<file path="src/rtl/mem_bus_arbiter_if.sv">
`default_nettype none
// ---------------------------------------------------------------------------
// mem_bus_arbiter_if : requester-side and memory-bus-side signal bundle
// Rev 1.0
// ---------------------------------------------------------------------------
interface mem_bus_arbiter_if #(
  parameter int ADDR_W = 32,
  parameter int DATA_W = 32
);
  logic              if_req;
  logic [ADDR_W-1:0] if_addr;
  logic              if_grant;
  logic              if_done;

  logic              ls_req;
  logic              ls_we;
  logic [ADDR_W-1:0] ls_addr;
  logic [DATA_W-1:0] ls_wdata;
  logic              ls_grant;
  logic              ls_done;

  logic [DATA_W-1:0] rdata;
  logic              timeout_err;

  logic [ADDR_W-1:0] bus_addr;
  logic [DATA_W-1:0] bus_wdata;
  logic              bus_mode;
  logic              bus_start_transaction;
  logic [DATA_W-1:0] bus_rdata;
  logic              bus_rdata_valid;
  logic              bus_write_done;

  // Arbiter view
  modport master (
    input  if_req, if_addr, ls_req, ls_we, ls_addr, ls_wdata,
           bus_rdata, bus_rdata_valid, bus_write_done,
    output if_grant, if_done, ls_grant, ls_done, rdata, timeout_err,
           bus_addr, bus_wdata, bus_mode, bus_start_transaction
  );

  // Requester / memory view
  modport slave (
    output if_req, if_addr, ls_req, ls_we, ls_addr, ls_wdata,
           bus_rdata, bus_rdata_valid, bus_write_done,
    input  if_grant, if_done, ls_grant, ls_done, rdata, timeout_err,
           bus_addr, bus_wdata, bus_mode, bus_start_transaction
  );
endinterface
`default_nettype wire

</file>
<file path="src/rtl/mem_bus_arbiter.sv">
`default_nettype none
// ---------------------------------------------------------------------------
// mem_bus_arbiter : round-robin fetch/load-store arbiter and bus sequencer
// Rev 1.0
// ---------------------------------------------------------------------------
module mem_bus_arbiter #(
  parameter int ADDR_W  = 32,
  parameter int DATA_W  = 32,
  parameter int TIMEOUT = 255
) (
  input  wire                logic clk,
  input  wire                logic rst_n,
  mem_bus_arbiter_if.master  bus_if
);

  typedef enum logic [1:0] {
    S_IDLE    = 2'd0,
    S_ISSUE   = 2'd1,
    S_WAIT    = 2'd2,
    S_RELEASE = 2'd3
  } state_e;

  localparam logic             OWN_IF       = 1'b0;
  localparam logic             OWN_LS       = 1'b1;
  localparam int               CNT_W        = 16;
  localparam logic [CNT_W-1:0] TIMEOUT_LAST = CNT_W'(TIMEOUT - 1);
  localparam logic [CNT_W-1:0] CNT_MAX      = '1;

  state_e            state_q, state_d;
  logic              owner_q, owner_d;
  logic              last_owner_q, last_owner_d;
  logic              mode_q, mode_d;
  logic              err_q, err_d;
  logic [CNT_W-1:0]  cnt_q, cnt_d;
  logic [ADDR_W-1:0] addr_q, addr_d;
  logic [DATA_W-1:0] wdata_q, wdata_d;
  logic [DATA_W-1:0] rdata_q, rdata_d;

  logic w_pick_ls;
  logic w_complete;
  logic w_active;
  logic w_release;

  // On a tie the requester that did not own the bus last time wins
  assign w_pick_ls  = bus_if.ls_req && (!bus_if.if_req || last_owner_q == OWN_IF);
  assign w_complete = mode_q ? bus_if.bus_write_done : bus_if.bus_rdata_valid;

  always_ff @(posedge clk or negedge rst_n) begin
    if (!rst_n) begin
      state_q      <= S_IDLE;
      owner_q      <= OWN_IF;
      last_owner_q <= OWN_LS;
      mode_q       <= 1'b0;
      err_q        <= 1'b0;
      cnt_q        <= '0;
      addr_q       <= '0;
      wdata_q      <= '0;
      rdata_q      <= '0;
    end else begin
      state_q      <= state_d;
      owner_q      <= owner_d;
      last_owner_q <= last_owner_d;
      mode_q       <= mode_d;
      err_q        <= err_d;
      cnt_q        <= cnt_d;
      addr_q       <= addr_d;
      wdata_q      <= wdata_d;
      rdata_q      <= rdata_d;
    end
  end

  always_comb begin
    state_d      = state_q;
    owner_d      = owner_q;
    last_owner_d = last_owner_q;
    mode_d       = mode_q;
    err_d        = err_q;
    cnt_d        = cnt_q;
    addr_d       = addr_q;
    wdata_d      = wdata_q;
    rdata_d      = rdata_q;

    case (state_q)
      S_IDLE: begin
        if (bus_if.if_req || bus_if.ls_req) begin
          owner_d = w_pick_ls;
          state_d = S_ISSUE;
          if (w_pick_ls) begin
            addr_d  = bus_if.ls_addr;
            wdata_d = bus_if.ls_wdata;
            mode_d  = bus_if.ls_we;
          end else begin
            addr_d  = bus_if.if_addr;
            mode_d  = 1'b0;
          end
        end
      end
      S_ISSUE: begin
        cnt_d   = '0;
        err_d   = 1'b0;
        state_d = S_WAIT;
      end
      S_WAIT: begin
        // A completion on the final allowed cycle still beats the timeout
        if (w_complete) begin
          if (!mode_q) begin
            rdata_d = bus_if.bus_rdata;
          end
          err_d   = 1'b0;
          state_d = S_RELEASE;
        end else if (cnt_q == TIMEOUT_LAST) begin
          err_d   = 1'b1;
          state_d = S_RELEASE;
        end else if (cnt_q != CNT_MAX) begin
          cnt_d = cnt_q + 1'b1;
        end
      end
      S_RELEASE: begin
        last_owner_d = owner_q;
        state_d      = S_IDLE;
      end
      default: begin
        state_d = S_IDLE;
      end
    endcase
  end

  assign w_active  = (state_q != S_IDLE);
  assign w_release = (state_q == S_RELEASE);

  assign bus_if.if_grant              = w_active && (owner_q == OWN_IF);
  assign bus_if.ls_grant              = w_active && (owner_q == OWN_LS);
  assign bus_if.if_done               = w_release && !err_q && (owner_q == OWN_IF);
  assign bus_if.ls_done               = w_release && !err_q && (owner_q == OWN_LS);
  assign bus_if.timeout_err           = w_release && err_q;
  assign bus_if.bus_start_transaction = (state_q == S_ISSUE);
  assign bus_if.bus_addr              = addr_q;
  assign bus_if.bus_wdata             = wdata_q;
  assign bus_if.bus_mode              = mode_q;
  assign bus_if.rdata                 = rdata_q;

endmodule
`default_nettype wire
</file>
<file path="src/flat_wrapper.sv">
// flat-port wrapper written by rule: the top's interface ports become plain ports
module mem_bus_arbiter_flat 
#(
  parameter int ADDR_W  = 32,
  parameter int DATA_W  = 32,
  parameter int TIMEOUT = 255
)
  (clk, rst_n, bus_if_if_req, bus_if_if_addr, bus_if_ls_req, bus_if_ls_we, bus_if_ls_addr, bus_if_ls_wdata, bus_if_bus_rdata, bus_if_bus_rdata_valid, bus_if_bus_write_done, bus_if_if_grant, bus_if_if_done, bus_if_ls_grant, bus_if_ls_done, bus_if_rdata, bus_if_timeout_err, bus_if_bus_addr, bus_if_bus_wdata, bus_if_bus_mode, bus_if_bus_start_transaction);
  mem_bus_arbiter_if #(.ADDR_W(ADDR_W), .DATA_W(DATA_W)) bus_if_i ();
  input  wire                logic clk;
  input  wire                logic rst_n;
  input wire logic [$bits(bus_if_i.if_req)-1:0] bus_if_if_req;
  input wire logic [$bits(bus_if_i.if_addr)-1:0] bus_if_if_addr;
  input wire logic [$bits(bus_if_i.ls_req)-1:0] bus_if_ls_req;
  input wire logic [$bits(bus_if_i.ls_we)-1:0] bus_if_ls_we;
  input wire logic [$bits(bus_if_i.ls_addr)-1:0] bus_if_ls_addr;
  input wire logic [$bits(bus_if_i.ls_wdata)-1:0] bus_if_ls_wdata;
  input wire logic [$bits(bus_if_i.bus_rdata)-1:0] bus_if_bus_rdata;
  input wire logic [$bits(bus_if_i.bus_rdata_valid)-1:0] bus_if_bus_rdata_valid;
  input wire logic [$bits(bus_if_i.bus_write_done)-1:0] bus_if_bus_write_done;
  output wire logic [$bits(bus_if_i.if_grant)-1:0] bus_if_if_grant;
  output wire logic [$bits(bus_if_i.if_done)-1:0] bus_if_if_done;
  output wire logic [$bits(bus_if_i.ls_grant)-1:0] bus_if_ls_grant;
  output wire logic [$bits(bus_if_i.ls_done)-1:0] bus_if_ls_done;
  output wire logic [$bits(bus_if_i.rdata)-1:0] bus_if_rdata;
  output wire logic [$bits(bus_if_i.timeout_err)-1:0] bus_if_timeout_err;
  output wire logic [$bits(bus_if_i.bus_addr)-1:0] bus_if_bus_addr;
  output wire logic [$bits(bus_if_i.bus_wdata)-1:0] bus_if_bus_wdata;
  output wire logic [$bits(bus_if_i.bus_mode)-1:0] bus_if_bus_mode;
  output wire logic [$bits(bus_if_i.bus_start_transaction)-1:0] bus_if_bus_start_transaction;
  assign bus_if_i.if_req = bus_if_if_req;
  assign bus_if_i.if_addr = bus_if_if_addr;
  assign bus_if_i.ls_req = bus_if_ls_req;
  assign bus_if_i.ls_we = bus_if_ls_we;
  assign bus_if_i.ls_addr = bus_if_ls_addr;
  assign bus_if_i.ls_wdata = bus_if_ls_wdata;
  assign bus_if_i.bus_rdata = bus_if_bus_rdata;
  assign bus_if_i.bus_rdata_valid = bus_if_bus_rdata_valid;
  assign bus_if_i.bus_write_done = bus_if_bus_write_done;
  assign bus_if_if_grant = bus_if_i.if_grant;
  assign bus_if_if_done = bus_if_i.if_done;
  assign bus_if_ls_grant = bus_if_i.ls_grant;
  assign bus_if_ls_done = bus_if_i.ls_done;
  assign bus_if_rdata = bus_if_i.rdata;
  assign bus_if_timeout_err = bus_if_i.timeout_err;
  assign bus_if_bus_addr = bus_if_i.bus_addr;
  assign bus_if_bus_wdata = bus_if_i.bus_wdata;
  assign bus_if_bus_mode = bus_if_i.bus_mode;
  assign bus_if_bus_start_transaction = bus_if_i.bus_start_transaction;
  mem_bus_arbiter #(.ADDR_W(ADDR_W), .DATA_W(DATA_W), .TIMEOUT(TIMEOUT)) u_core (.clk(clk), .rst_n(rst_n), .bus_if(bus_if_i));
endmodule
</file>
<file path="config.mk">
export PLATFORM = sky130hd
export DESIGN_NAME = mem_bus_arbiter_flat
export DESIGN_NICKNAME = d
export VERILOG_FILES = /design/src/rtl/mem_bus_arbiter_if.sv /design/src/rtl/mem_bus_arbiter.sv /design/src/flat_wrapper.sv
export SDC_FILE = /design/constraint.sdc
export NUM_CORES = 1
export LEC_CHECK = 0
export ABC_AREA = 1
export ABC_CLOCK_PERIOD_IN_PS = 4590
export CORE_ASPECT_RATIO = 1.1
export CORE_UTILIZATION = 40
export CTS_CLUSTER_DIAMETER = 60
export DETAILED_ROUTE_END_ITERATION = 8
export GPL_TIMING_DRIVEN = 0
export PLACE_DENSITY = 0.88
export SYNTH_ARGS = -nofsm -noshare
export SYNTH_HDL_FRONTEND = slang
export SYNTH_SLANG_ARGS = --single-unit
export TNS_END_PERCENT = 50
</file>
<file path="constraint.sdc">
create_clock -name clk -period 4.59 [get_ports clk]
set_input_delay 0.918 -clock clk [delete_from_list [all_inputs] [get_ports clk]]
set_output_delay 0.918 -clock clk [all_outputs]
set_load 0.05 [all_outputs]
</file>
==> reports/summary.txt <==
NumNets Final = 968
Delay-heaviest family, CP = buffers and inverters
Clock Tree Buf Depth = 2
Synth Area in XOR/XNOR = 0.162%
Count leader, synth = nand2_1
Worst r2r src = u_core.state_q[0]
Synth Area per Inst = 9.48 um2
Share of cells above drive strength 1 = 14.2%
RSZ-0062 raised after global routing = false
Vias/cell = 4.87
I/O pin count = 238
Largest cells by area after synthesis = dfrtp_1, mux2_2, nand2_1
Worst-path cell chain = inv_1, ha_1, nor2_1, clkdlybuf4s50_1
Clk slew on worst S/H paths = 0.06 ns
Remaining DRCs = 0
Core box area = 13,200 um2
Diodes inserted = 0
Hpwl dp = 11.3 mm
Register area share after synthesis = 54.7%
Die H = 124 um
Post-CTS sizing = 0
Setup-failing EPs final = 0
Initial core utilization = 41.0%
Layout fillers = 988
Maximum vdd drop = 0.000497 V
Sw Pwr = 0.00325 W
Slowest CP cell = clkdlybuf4s50_1
Endpoint class of the critical path = output pin
Compound-cell area share of the yosys netlist = 5.24%
CTS Hold Bufs = 0
Syn. warnings = 0
Clk Latency, worst-skew pair = 0.40 ns
Int Pwr = 0.00368 W
Synth Instances = 569
Pleak = 3.78 nW
Clk_skew = 0.00686 ns
Reg2Reg Depth = 6
CTS tree = yes
Antenna violations before repair = 0
Synth area leader = dfrtp_1
Largest net degree at the start of global routing = 68
Run status = finished clean
DRT Pass-1 Iters = 4
Row Count = 44
Vias = 4,869
Multiplexer share of the synthesized area = 13.4%
Main combinational cell family by area after synthesis = simple AND/OR/NAND/NOR gates
Initial drt markers = 232
RD Place Congestion = 0.871
Synthesized-area fraction occupied by adder cells = 1.62%
Placement Cell Area = 8000 um2
Grt total ovfl = 0
Cell area after layout = 8580 um2
Post-synth top area share = 54.3%
Slew Limit Fails = 0
CP Data Required Time = 3.67 ns
Vias in the first global route = 4,981
Final Cycle Share = 66.8%
Post-synth EDFFs = 0
First-pass GRT wire length = 23.7 mm
Most used flip-flop cell after synthesis = dfrtp_1
Slew margin rel. = 62.2%
Power Total = 0.00693 W
Worst Setup Slack, final = 1.52 ns
Worst Path Max Fanout = 6
Combinational Power Share = 55.8%
Most frequent cells after synthesis = nand2_1, dfrtp_1, nor2_1, mux2_2, a31oi_1
Crit-path max cell delay = 0.85 ns
Setup slack at placement = 1.68 ns
Buffers & Inverters on Critical Path = 2
Arrival time at the worst endpoint = 2.15 ns
DRT antenna net count = 0
CTS Root Cell = clkbuf_16
Min Tclk post-route = 3.07 ns
Die Footprint = 14,000 um2
Final Util = 65.2%
FFs w/ async S/R, synth = 100%
PwrDens = 808 nW/um2
CP Launch Type = flop
Register bit total from synthesis = 118
R2R setup slack = 2.58 ns
Sink Count = 118
Total setup buffers inserted after CTS = 0
Area growth syn-to-layout = 58.9%
Tot GR Track Use = 21.9%
Net Sw Frac = 46.9%
CTS H-tree depth = 4
Worst-Margin Slew = 0.565 ns
FMAX = 326 MHz
DR WL/cell = 14.9 um
Final hold vios = 0
Post-Synth Simple-Gate Area = 20.6%
WL final = 14.9 mm
Count of cell types in the netlist = 28
Die Wd = 113 um
Hold WC Path Type = in2async
Syn_nets = 711
Sequential share of power = 25.5%
Total CTS buffers = 17
Mapped cell area = 5400 um2
Clk pwr share = 18.7%
Worst R2R End = u_core.bus_if.bus_addr[29]
Max Cap Violations = 0
Critical path class = reg2out
PortBufs = 237
==> placed cells by master (no fill, tap or decap), drive strengths merged, types with 2 or more instances in the layout <==
master         instances
clkdlybuf4s50        236
nand3                 13
inv                   31
nor3                   2
o21bai                 2
clkbuf                26
o21ai                  7
clkinv                 7
clkinvlp               2
mux2                  64
nor2                  85
a21oi                  5
nand2                175
nand4                  3
bufinv                 2
a31oi                 32
buf                   18
ha                     7
dfrtp                117
==> stage by stage <==
step                      setup TNS [ns]  hold slack [ns]  cells
after detailed placement               0            0.461    968
final                                  0            0.464    999
after global routing                   0            0.484    999
after floorplan                        0            0.442    569
after global placement           -248.63            0.453    967
after CTS                              0            0.472    999
==> how the worst max path moves through the flow <==
| stage | startpoint | to | slack [ns] | cells past startpoint |
|---|---|---|---|---|
| CTS | u_core.state_q[0] | bus_if_ls_grant | 1.50 | 4 |
| detailed placement | bus_if_if_req | u_core.bus_if.bus_wdata[22] | 1.68 | 7 |
| global placement | rst_n | u_core.bus_if.rdata[11] | -2.13 | 1 |
| floorplan | u_core.state_q[1] | bus_if_if_done | 2.03 | 3 |
| global route | u_core.state_q[0] | bus_if_ls_grant | 1.39 | 4 |
| finish | u_core.state_q[0] | bus_if_ls_grant | 1.52 | 4 |
==> cell type report <==
type	count	area, um2	area share, %
flip-flops and latches	118	2950	34.4
repair buffers	238	2400	28.0
multi-input cells	398	2210	25.8
clock buffers	17	425	4.96
well taps	161	201	2.35
clock inverters	14	151	1.77
plain buffers	25	124	1.44
inverters	28	105	1.23
==> cells by family after synthesis <==
family / Yosys count
adder cells (fa/ha/maj): 7
XOR/XNOR: 1
flip-flops: 118
multiplexers: 64
buffers and inverters: 53
AND/OR/NAND/NOR: 279
AO/OA/AOI/OAI: 47
==> registers in the layout, indices dropped and copies added (netlist names), 2 cells and up <==
| name | count |
|---|---|
| u_core.cnt_q | 16 |
| u_core.bus_if.bus_addr | 32 |
| u_core.state_q | 2 |
| u_core.bus_if.rdata | 32 |
| u_core.bus_if.bus_wdata | 32 |
==> power by group through the flow <==
stage                     clock network (W)  logic [W]  registers, W
after detailed placement                  0    0.00388       0.00178
after floorplan                           0    0.00100       0.00329
final                               0.00130    0.00387       0.00177
after CTS                           0.00131    0.00389       0.00177
after global routing                0.00137    0.00407       0.00183
after global placement                    0    0.00384       0.00176
==> routing by layer <==
metal,wire length [um],global-route usage [%],vias up,share of wire (%)
li1,-,-,2366,-
met1,5790,24.3,2296,39
met2,7760,38.7,181,52
met3,1030,7.15,26,6.9
met4,348,9.75,0,2.3
met5,0,0,-,0
(Power assumes the default switching activity.)
